==> src/rtl/seg_pkg.sv <==
`default_nettype none
// +----------------------------------------------------------------------+
// | Module : seg_pkg                                                     |
// | Brief  : Seven-segment constants: hex table, segment bit indices.    |
// | Rev    : 1.0 - initial release                                       |
// +----------------------------------------------------------------------+
package seg_pkg;

    localparam int c_seg_a  = 0;
    localparam int c_seg_b  = 1;
    localparam int c_seg_c  = 2;
    localparam int c_seg_d  = 3;
    localparam int c_seg_e  = 4;
    localparam int c_seg_f  = 5;
    localparam int c_seg_g  = 6;
    localparam int c_seg_dp = 7;

    localparam logic [7:0] c_seg_off = 8'h00;

    // Active-high gfedcba patterns for 0..F
    localparam logic [6:0] c_hex_seg [16] = '{
        7'h3F, 7'h06, 7'h5B, 7'h4F, 7'h66, 7'h6D, 7'h7D, 7'h07,
        7'h7F, 7'h6F, 7'h77, 7'h7C, 7'h39, 7'h5E, 7'h79, 7'h71
    };

endpackage
`default_nettype wire

==> src/rtl/seg_scan_driver_if.sv <==
`default_nettype none
// +----------------------------------------------------------------------+
// | Module : seg_scan_driver_if                                          |
// | Brief  : Application-side data/load bus for the segment scanner.     |
// | Rev    : 1.0 - initial release                                       |
// +----------------------------------------------------------------------+
interface seg_scan_driver_if #(
    parameter int DIGITS = 6
);
    logic [4*DIGITS-1:0] data_in;
    logic [DIGITS-1:0]   dp_in;
    logic [DIGITS-1:0]   blank_in;
    logic                load;

    modport master (output data_in, output dp_in, output blank_in, output load);
    modport slave  (input  data_in, input  dp_in, input  blank_in, input  load);
endinterface
`default_nettype wire

==> src/rtl/seg_hex_decode.sv <==
`default_nettype none
// +----------------------------------------------------------------------+
// | Module : seg_hex_decode                                              |
// | Brief  : Nibble + dp + blank to active-high {dp,g..a} pattern.       |
// | Rev    : 1.0 - initial release                                       |
// +----------------------------------------------------------------------+
module seg_hex_decode
    import seg_pkg::*;
(
    input  wire logic [3:0] i_nibble,
    input  wire logic       i_dp,
    input  wire logic       i_blank,
    output logic      [7:0] o_seg
);

    always_comb begin
        o_seg = c_seg_off;
        if (!i_blank) begin
            o_seg[c_seg_g:c_seg_a] = c_hex_seg[i_nibble];
            o_seg[c_seg_dp]        = i_dp;
        end
    end

endmodule
`default_nettype wire

==> src/rtl/seg_scan_driver.sv <==
`default_nettype none
// +----------------------------------------------------------------------+
// | Module : seg_scan_driver                                             |
// | Brief  : Multiplexed N-digit seven-segment scanner with dead cycle   |
// |          and frame-synchronous update. Optional LEADING_ZERO_BLANK_EN|
// | Rev    : 1.0 - initial release                                       |
// +----------------------------------------------------------------------+
module seg_scan_driver
    import seg_pkg::*;
#(
    parameter int DIGITS      = 6,
    parameter int CLK_DIV     = 50000,
    parameter int SEG_ACT_LOW = 1,
    parameter int SEL_ACT_LOW = 1
) (
    input  wire logic        clk,
    input  wire logic        rst_n,
    seg_scan_driver_if.slave bus,
    output logic [7:0]       seg,
    output logic [DIGITS-1:0] sel,
    output logic             frame_start
);

    localparam int c_cnt_w = (CLK_DIV > 2) ? $clog2(CLK_DIV) : 1;
    localparam int c_idx_w = (DIGITS > 2) ? $clog2(DIGITS) : 1;
    localparam logic [7:0]        c_seg_inv = {8{SEG_ACT_LOW != 0}};
    localparam logic [DIGITS-1:0] c_sel_inv = {DIGITS{SEL_ACT_LOW != 0}};
    localparam logic [c_cnt_w-1:0] c_cnt_last = c_cnt_w'(CLK_DIV - 1);
    localparam logic [c_idx_w-1:0] c_idx_last = c_idx_w'(DIGITS - 1);

    logic [c_cnt_w-1:0]   r_cnt;
    logic [c_idx_w-1:0]   r_idx;
    logic [4*DIGITS-1:0]  r_pend_data, r_shad_data;
    logic [DIGITS-1:0]    r_pend_dp, r_shad_dp;
    logic [DIGITS-1:0]    r_pend_blank, r_shad_blank;
    logic                 r_pend_vld;

    logic                 w_tick;
    logic                 w_commit;
    logic [4*DIGITS-1:0]  w_src_data;
    logic [DIGITS-1:0]    w_src_dp;
    logic [DIGITS-1:0]    w_src_blank;
    logic [DIGITS-1:0]    w_lz_mask;
    logic [DIGITS-1:0]    w_onehot;
    logic [7:0]           w_dec;

    assign w_tick   = (r_cnt == c_cnt_last);
    // A load landing on the wrap tick bypasses pending straight into shadow
    assign w_commit = w_tick && (r_idx == c_idx_last) && (r_pend_vld || bus.load);

    assign w_src_data  = bus.load ? bus.data_in  : r_pend_data;
    assign w_src_dp    = bus.load ? bus.dp_in    : r_pend_dp;
    assign w_src_blank = bus.load ? bus.blank_in : r_pend_blank;

`ifdef LEADING_ZERO_BLANK_EN
    logic w_lz_run;
    always_comb begin
        w_lz_mask = '0;
        w_lz_run  = 1'b1;
        for (int i = DIGITS - 1; i > 0; i--) begin
            if (w_src_data[4*i +: 4] != 4'h0 || w_src_dp[i]) w_lz_run = 1'b0;
            w_lz_mask[i] = w_lz_run;
        end
    end
`else
    assign w_lz_mask = '0;
`endif

    assign w_onehot = {{(DIGITS-1){1'b0}}, 1'b1} << r_idx;

    seg_hex_decode u_dec (
        .i_nibble (r_shad_data[{r_idx, 2'b00} +: 4]),
        .i_dp     (r_shad_dp[r_idx]),
        .i_blank  (r_shad_blank[r_idx]),
        .o_seg    (w_dec)
    );

    always_ff @(posedge clk or negedge rst_n) begin
        if (!rst_n) begin
            r_cnt <= '0;
            r_idx <= c_idx_last;
        end else begin
            r_cnt <= w_tick ? '0 : r_cnt + 1'b1;
            if (w_tick) r_idx <= (r_idx == c_idx_last) ? '0 : r_idx + 1'b1;
        end
    end

    always_ff @(posedge clk or negedge rst_n) begin
        if (!rst_n) begin
            r_pend_data  <= '0;
            r_pend_dp    <= '0;
            r_pend_blank <= '0;
            r_pend_vld   <= 1'b0;
            r_shad_data  <= '0;
            r_shad_dp    <= '0;
            r_shad_blank <= '0;
        end else begin
            if (bus.load) begin
                r_pend_data  <= bus.data_in;
                r_pend_dp    <= bus.dp_in;
                r_pend_blank <= bus.blank_in;
            end
            if (w_commit) begin
                r_shad_data  <= w_src_data;
                r_shad_dp    <= w_src_dp;
                r_shad_blank <= w_src_blank | w_lz_mask;
                r_pend_vld   <= 1'b0;
            end else if (bus.load) begin
                r_pend_vld   <= 1'b1;
            end
        end
    end

    // Tick cycle becomes the dark gap while sel moves to the next digit
    always_ff @(posedge clk or negedge rst_n) begin
        if (!rst_n) begin
            seg         <= c_seg_off ^ c_seg_inv;
            sel         <= c_sel_inv;
            frame_start <= 1'b0;
        end else if (w_tick) begin
            seg         <= c_seg_off ^ c_seg_inv;
            sel         <= c_sel_inv;
            frame_start <= 1'b0;
        end else begin
            seg         <= w_dec ^ c_seg_inv;
            sel         <= w_onehot ^ c_sel_inv;
            frame_start <= (r_idx == '0) && (r_cnt == '0);
        end
    end

endmodule
`default_nettype wire

==> src/flat_wrapper.sv <==
// flat-port wrapper written by rule: the top's interface ports become plain ports
module seg_scan_driver_flat import seg_pkg::*;
#(
    parameter int DIGITS      = 6,
    parameter int CLK_DIV     = 50000,
    parameter int SEG_ACT_LOW = 1,
    parameter int SEL_ACT_LOW = 1
)
  (clk, rst_n, seg, sel, frame_start, bus_data_in, bus_dp_in, bus_blank_in, bus_load);
  seg_scan_driver_if #(.DIGITS(DIGITS)) bus_i ();
  input  wire logic clk;
  input  wire logic rst_n;
  output logic [7:0] seg;
  output logic [DIGITS-1:0] sel;
  output logic frame_start;
  input wire logic [$bits(bus_i.data_in)-1:0] bus_data_in;
  input wire logic [$bits(bus_i.dp_in)-1:0] bus_dp_in;
  input wire logic [$bits(bus_i.blank_in)-1:0] bus_blank_in;
  input wire logic [$bits(bus_i.load)-1:0] bus_load;
  assign bus_i.data_in = bus_data_in;
  assign bus_i.dp_in = bus_dp_in;
  assign bus_i.blank_in = bus_blank_in;
  assign bus_i.load = bus_load;
  seg_scan_driver #(.DIGITS(DIGITS), .CLK_DIV(CLK_DIV), .SEG_ACT_LOW(SEG_ACT_LOW), .SEL_ACT_LOW(SEL_ACT_LOW)) u_core (.clk(clk), .rst_n(rst_n), .bus(bus_i), .seg(seg), .sel(sel), .frame_start(frame_start));
endmodule
==> config.mk <==
export PLATFORM = sky130hd
export DESIGN_NAME = seg_scan_driver_flat
export DESIGN_NICKNAME = d
export VERILOG_FILES = /design/src/rtl/seg_pkg.sv /design/src/rtl/seg_scan_driver_if.sv /design/src/rtl/seg_hex_decode.sv /design/src/rtl/seg_scan_driver.sv /design/src/flat_wrapper.sv
export SDC_FILE = /design/constraint.sdc
export NUM_CORES = 1
export LEC_CHECK = 0
export BUFFER_PORTS_ARGS = -buffer_cell sky130_fd_sc_hd__clkbuf_2
export CAP_MARGIN = 10
export CELL_PAD_IN_SITES_DETAIL_PLACEMENT = 1
export CELL_PAD_IN_SITES_GLOBAL_PLACEMENT = 1
export CORE_ASPECT_RATIO = 0.6
export CORE_MARGIN = 2
export CORE_UTILIZATION = 35
export DETAILED_ROUTE_END_ITERATION = 10
export PLACE_DENSITY_LB_ADDON = 0.1
export SYNTH_ARGS = -nofsm -noshare
export SYNTH_HDL_FRONTEND = slang
export SYNTH_HIERARCHICAL = 1
export SYNTH_SLANG_ARGS = --single-unit
==> constraint.sdc <==
create_clock -name clk -period 3.63 [get_ports clk]
set_input_delay 0.363 -clock clk [delete_from_list [all_inputs] [get_ports clk]]
set_output_delay 0.363 -clock clk [all_outputs]
set_load 0.02 [all_outputs]
After elaboration in Yosys (flattened, before gate mapping)

Memory sizes are Yosys's and may differ from the RTL's.
Cells that the tools add are included.

Bits in registers: 107
Memory bits (read-only): 112
Output and inout port bits: 15
Memories kept: 1

Add/sub/neg operators: 2
Magnitude comparators: 2
Equality and inequality tests: 2
Shift-type cells: 2
Muxes and demuxes: 17
Bitwise operators: 3
Reduce and logical (&&, ||, !) cells: 7

Memories:

| memory           | words | width | rd ports | clocked after memory_dff | wr ports | line                 | text |
|---|---|---|---|---|---|---|---|
| (name not given) | 16    | 7     | 1        | 0                        | 0        | seg_hex_decode.sv:19 | `o_seg[c_seg_g:c_seg_a] = c_hex_seg[i_nibble];` |

Operator list:

| operator                                                             | count |
|---|---|
| 24-bit two-way mux                                                   | 1 |
| 24-bit by 6-bit indexed part select with 4-bit output                | 1 |
| 6-bit two-way mux                                                    | 3 |
| 16-bit by 1-bit adder with 16-bit output, second input constant      | 1 |
| 16-bit equality test, second input constant                          | 1 |
| 16-bit zero test                                                     | 1 |
| 16-bit two-way mux                                                   | 1 |
| 8-bit two-way mux                                                    | 2 |
| 7-bit two-way mux                                                    | 2 |
| 8-bit NOT                                                            | 1 |
| 1-bit binary-select mux with 3-bit select                            | 2 |
| 6-bit NOT                                                            | 1 |
| 1-bit by 3-bit left shift with 6-bit output, first input constant    | 1 |
| 5-bit >= comparator, second input constant                           | 1 |
| 1-bit two-way mux                                                    | 5 |
| 4-bit NOT with 5-bit output                                          | 1 |
| 3-bit by 4-bit < comparator with 1-bit output, second input constant | 1 |
| 3-bit by 1-bit adder with 3-bit output, second input constant        | 1 |
| 3-bit equality test, second input constant                           | 1 |
| 1-bit logical AND                                                    | 3 |
| 3-bit zero test                                                      | 1 |
| 3-bit two-way mux                                                    | 1 |
| 2-bit nonzero test                                                   | 1 |
| 1-bit logical OR                                                     | 1 |

Longest topological paths before layout

Word-level depth: 8
Gate-level depth with buffers: 11
Depth with buffers taken out: 10

By module

Netlist, hierarchy kept.

Modules (own cells, without submodules):

| module          | instances | cells each | area an instance (um2) |
|---|---|---|---|
| seg_scan_driver | 1         | 335        | 4588.2 |
| seg_hex_decode  | 1         | 37         | 271.5 |

Least setup slack after synthesis

Ideal clock, no wire load.

Path kind: register -> register
From: register u_core.r_idx[2]
To: register u_core.seg[3]
Data arrival time: 2296 ps
Data required time: 3551 ps
Path slack: 1255 ps
Cell stages (with the launch flop): 12
Path buffers: 2
Clock period less this slack: 2375 ps
Cell sequence: dfstp_2 buf_4 clkbuf_1 nor3_1 o21ai_0 a22o_1 inv_1 ha_1 inv_1 mux4_2 nor2_1 nand2_1

Word-level cells in the longest chain between the ends: 8

RTL lines:

| element                                               | line                   | text |
|---|---|---|
| from (decl)                                           | seg_scan_driver.sv:32  | `logic [c_idx_w-1:0] r_idx;` |
| from (signal assigned)                                | seg_scan_driver.sv:81  | `r_idx <= c_idx_last;` |
| from (signal assigned)                                | seg_scan_driver.sv:84  | `if (w_tick) r_idx <= (r_idx == c_idx_last) ? '0 : r_idx + 1'b1;` |
| 24-bit by 6-bit indexed part select with 4-bit output | seg_scan_driver.sv:72  | `.i_nibble (r_shad_data[{r_idx, 2'b00} +: 4]),` |
| 4-bit NOT with 5-bit output (not written as such)     | seg_hex_decode.sv:19   |  |
| memory 16 x 7 bit                                     | --                     |  |
| 7-bit two-way mux (not written as such) (2 in series) | seg_hex_decode.sv:19   |  |
| 8-bit two-way mux (*)                                 | seg_hex_decode.sv:18   | `if (!i_blank) begin` |
| via u_core.w_dec[3]                                   | seg_scan_driver.sv:45  | `logic [7:0] w_dec;` |
| 8-bit NOT (no line) (*)                               | --                     |  |
| 8-bit two-way mux (*)                                 | seg_scan_driver.sv:120 | `end else if (w_tick) begin` |
| to (signal assigned)                                  | seg_scan_driver.sv:117 | `seg <= c_seg_off ^ c_seg_inv;` |
| to (signal assigned)                                  | seg_scan_driver.sv:121 | `seg <= c_seg_off ^ c_seg_inv;` |
| to (signal assigned)                                  | seg_scan_driver.sv:125 | `seg <= w_dec ^ c_seg_inv;` |
| to (decl)                                             | seg_scan_driver.sv:19  | `output logic [7:0] seg,` |

Mark *: on every way through the listed nets, which the timed path passes. The rest lies on a longest branch. The select of a mux whose other input is x is not followed.
A chain may end at the register's enable or synchronous reset.

Worst setup path in the final report

From: register u_core.r_idx[1]
To: register u_core.seg[3]

Same word-level chain as after synthesis.

==> results.md <==
* Clock-pin slew on the worst setup and hold paths at 0.07 ns
* Main synth FF type: dfrtp_1
* Root Driver: clkbuf_16
* Max Cap Viol at 0
* Endpoints failing hold at 0
* Tot GR Track Use at 15.6%
* Place WS at 0.843 ns
* Clock Path Buffers at 2
* Clock share of power at 43.5%
* Sequential Power Share at 51.6%
* WP data required at 3.89 ns
* Die ar. at 14900 um2
* Largest net degree at the start of global routing at 80
* First-pass detailed-route iteration total at 4
* Most common cell after layout, fill and taps aside: dfrtp_1
* Die Wd at 156 um
* Leak at 0.00262 uW
* Layout area overhead at 14.7%
* Final slew viol count at 0
* Sw power at 493 uW
* Slew of the pin with the lowest slew margin at 1.01 ns
* Total core area at 13600 um2
* Arrival time at the worst endpoint at 3.07 ns
* Layout cells sized above 1 at 40.1%
* Ys async rst share at 100%
* Cts-stage hold buffer count at 0
* Multi-input logic area at 2000 um2
* # rows at 33
* DR DRC count at 0
* First-pass GRT wire length at 17500 um
* Starting Density at 35.7%
* Setup ws final at 0.817 ns
* Endpoint class of the critical path: flop
* Post-cts sizing count at 0
* Pint at 1910 uW
* Slew margin rel. at 32.7%
* Vias/cell at 4.97
* Syn Nets at 420
* Worst Skew at 0.00715 ns
* Unrepaired setup endpoints after global routing: false
* Final #Nets at 467
* Period utilisation layout at 77.5%
* Setup_tns at 0 ns
* GRT overflow at 0
* Reg2Reg Setup Slack at 0.82 ns
* Routability congestion estimate at 0.757
* Final Setup Violations at 0
* Number of global-route vias before repair at 3126
* Status: finished clean
* Initial antenna violation count at 0
* 1st-iter DRT viols at 171
* Worst hold path type: primary input to asynchronous set/reset pin
* Fmax at 355 MHz
* Sequential cell area fraction in the yosys report at 55.5%
* Cells after Synth at 372
* WL/cell at 18.1 um
* Post-CTS setup repair buffer count at 0
* Worst-path maximum fanout at 30
* Port bufs at 53
* H-tree levels at 3
* Reg2Reg Depth at 9
* Max VDD drop at 0.191 mV
* Die Height at 95.3 um
* Total Power at 2410 uW
* N_diodes at 0
* Crit path capture: u_core/seg[3]$_DFF_PN1_
* Seq cells post-synth at 107
* Comb pwr share at 4.8%
* Num ports at 54
* Clock Latency Late Sink at 0.34 ns
* Setup crit start kind: flop
* DR vias at 2976
* FF/Latch Area at 2700 um2
* Fill cells at 1437
* EDFF count, synth at 0
* CTS tree: built
* Clk sink count at 107
* Worst Path Class, Setup: flop to flop
* CTS Buf Count at 9
* Syn Std Cell Area at 4860 um2
* Reg2reg start: u_core/r_idx[1]$_DFFE_PN0N_
* Most frequent cells in the layout: 91 x dfrtp_1, 52 x clkbuf_2, 45 x mux2_2
* Antenna viol nets, final at 0
* Synth warn at 6
* WL final at 10800 um
* R2R Path End: u_core/seg[3]$_DFF_PN1_
* Net Sw Frac at 20.5%
* Fin crit period at 2.81 ns
* Post-synthesis cell type count at 44
* Post-Syn Area per Cell at 13.1 um2
* DP HPWL at 7700 um
* CP startpoint: u_core/r_idx[1]$_DFFE_PN0N_
* Power per Cell Area at 431 nW/um2
[synth_stat cells (all sizes together) (2+ instances only)]
cell type   n  area share, %
nand3      10            1.0
or4         2           0.31
o22ai       6           0.77
xnor2       8            1.4
nor2b      12            1.5
a211oi      3           0.46
nor2       22            1.7
dfrtp      91             47
buf        14            2.0
clkbuf      7           0.57
dfstp      16            8.7
inv        10           0.77
xor2        5           0.90
nand2      18            1.4
nor4        5           0.90
mux2       75             20
and4        4           0.72
and3        2           0.26
nor3       11            1.4
a21oi       8           0.82
a221oi      2           0.49
a22o        6            1.1
nand4       4           0.51
o21ai       8           0.82
ha          9            2.3
a22oi       6           0.93
[power groups by stage]
stage	clock network [uW]	registers, uW	logic [uW]
3_3_place_gp	0	1260	117
6_report	1050	1240	116
2_1_floorplan	0	1260	58.0
4_1_cts	1080	1240	121
5_1_grt	1140	1250	131
3_5_place_dp	0	1260	120
[logic make-up after synthesis]
logic type,synth area share (%)
DFF,55.5
and+or+nand+nor,10.2
muxes,20.4
AOI/OAI and AO/OA,5.95
buffers and inverters,3.32
xor gates and xnor gates,2.34
adders and majority gates,2.32
[state kept, by name, indices dropped and copies added, names as in the netlist]
signal	count
u_core/frame_start	1
u_core/r_cnt	16
u_core/r_idx	3
u_core/r_pend_blank	6
u_core/r_pend_data	24
u_core/r_pend_dp	6
u_core/r_pend_vld	1
u_core/r_shad_blank	6
u_core/r_shad_data	24
u_core/r_shad_dp	6
u_core/seg	8
u_core/sel	6
[final cells by class]
cell class                 instances  area share (%)
clock buffer                      12            4.42
clock inverter                     4            1.37
inverter                          10           0.673
multi-input combinational        234            35.9
sequential                       107            48.4
tap                              175            3.93
timing repair buffer              57            5.34
[metal layers]
layer,part of all wire [%],up-vias,GRT usage (%),wire length (um)
li1,-,1416,-,-
met1,57,1499,25.1,6180
met2,38,53,20.6,4110
met3,4.2,8,3.86,452
met4,0.85,0,3.44,92
met5,0,-,0,0
[worst max-delay path, stage by stage, from the launching register on]
cell and delay (ns):
dfrtp_1 0.94, nor3_1 0.11, o21ai_0 0.29, a22o_1 0.30, inv_1 0.14, ha_1 0.29, inv_1 0.05, mux4_2 0.45
nor2_1 0.10, nand2_1 0.07
[worst min path at each step]
stage	start	end	slack, ns
3_5_place_dp	u_core/r_pend_data[23]$_DFF_PN0_	u_core/r_pend_data[23]$_DFF_PN0_	0.49
2_1_floorplan	rst_n	u_core/frame_start$_DFF_PN0_	0.07
3_3_place_gp	u_core/r_pend_data[23]$_DFF_PN0_	u_core/r_pend_data[23]$_DFF_PN0_	0.48
6_report	rst_n	u_core/r_pend_dp[4]$_DFF_PN0_	0.17
5_1_grt	rst_n	u_core/r_pend_dp[4]$_DFF_PN0_	0.25
4_1_cts	rst_n	u_core/r_pend_dp[4]$_DFF_PN0_	0.22
[through the flow]
stage / area [um2] / cells / util, % / hold WS, ns
4_1_cts: 5580 / 599 / 40.9 / 0.222
2_1_floorplan: 4860 / 372 / - / 0.0674
3_3_place_gp: 5250 / 583 / 38.5 / 0.484
3_5_place_dp: 5250 / 583 / 38.5 / 0.487
6_report: 5580 / 599 / 40.9 / 0.174
5_1_grt: 5580 / 599 / 40.9 / 0.251
No activity file was read; power rests on OpenSTA's default activity.
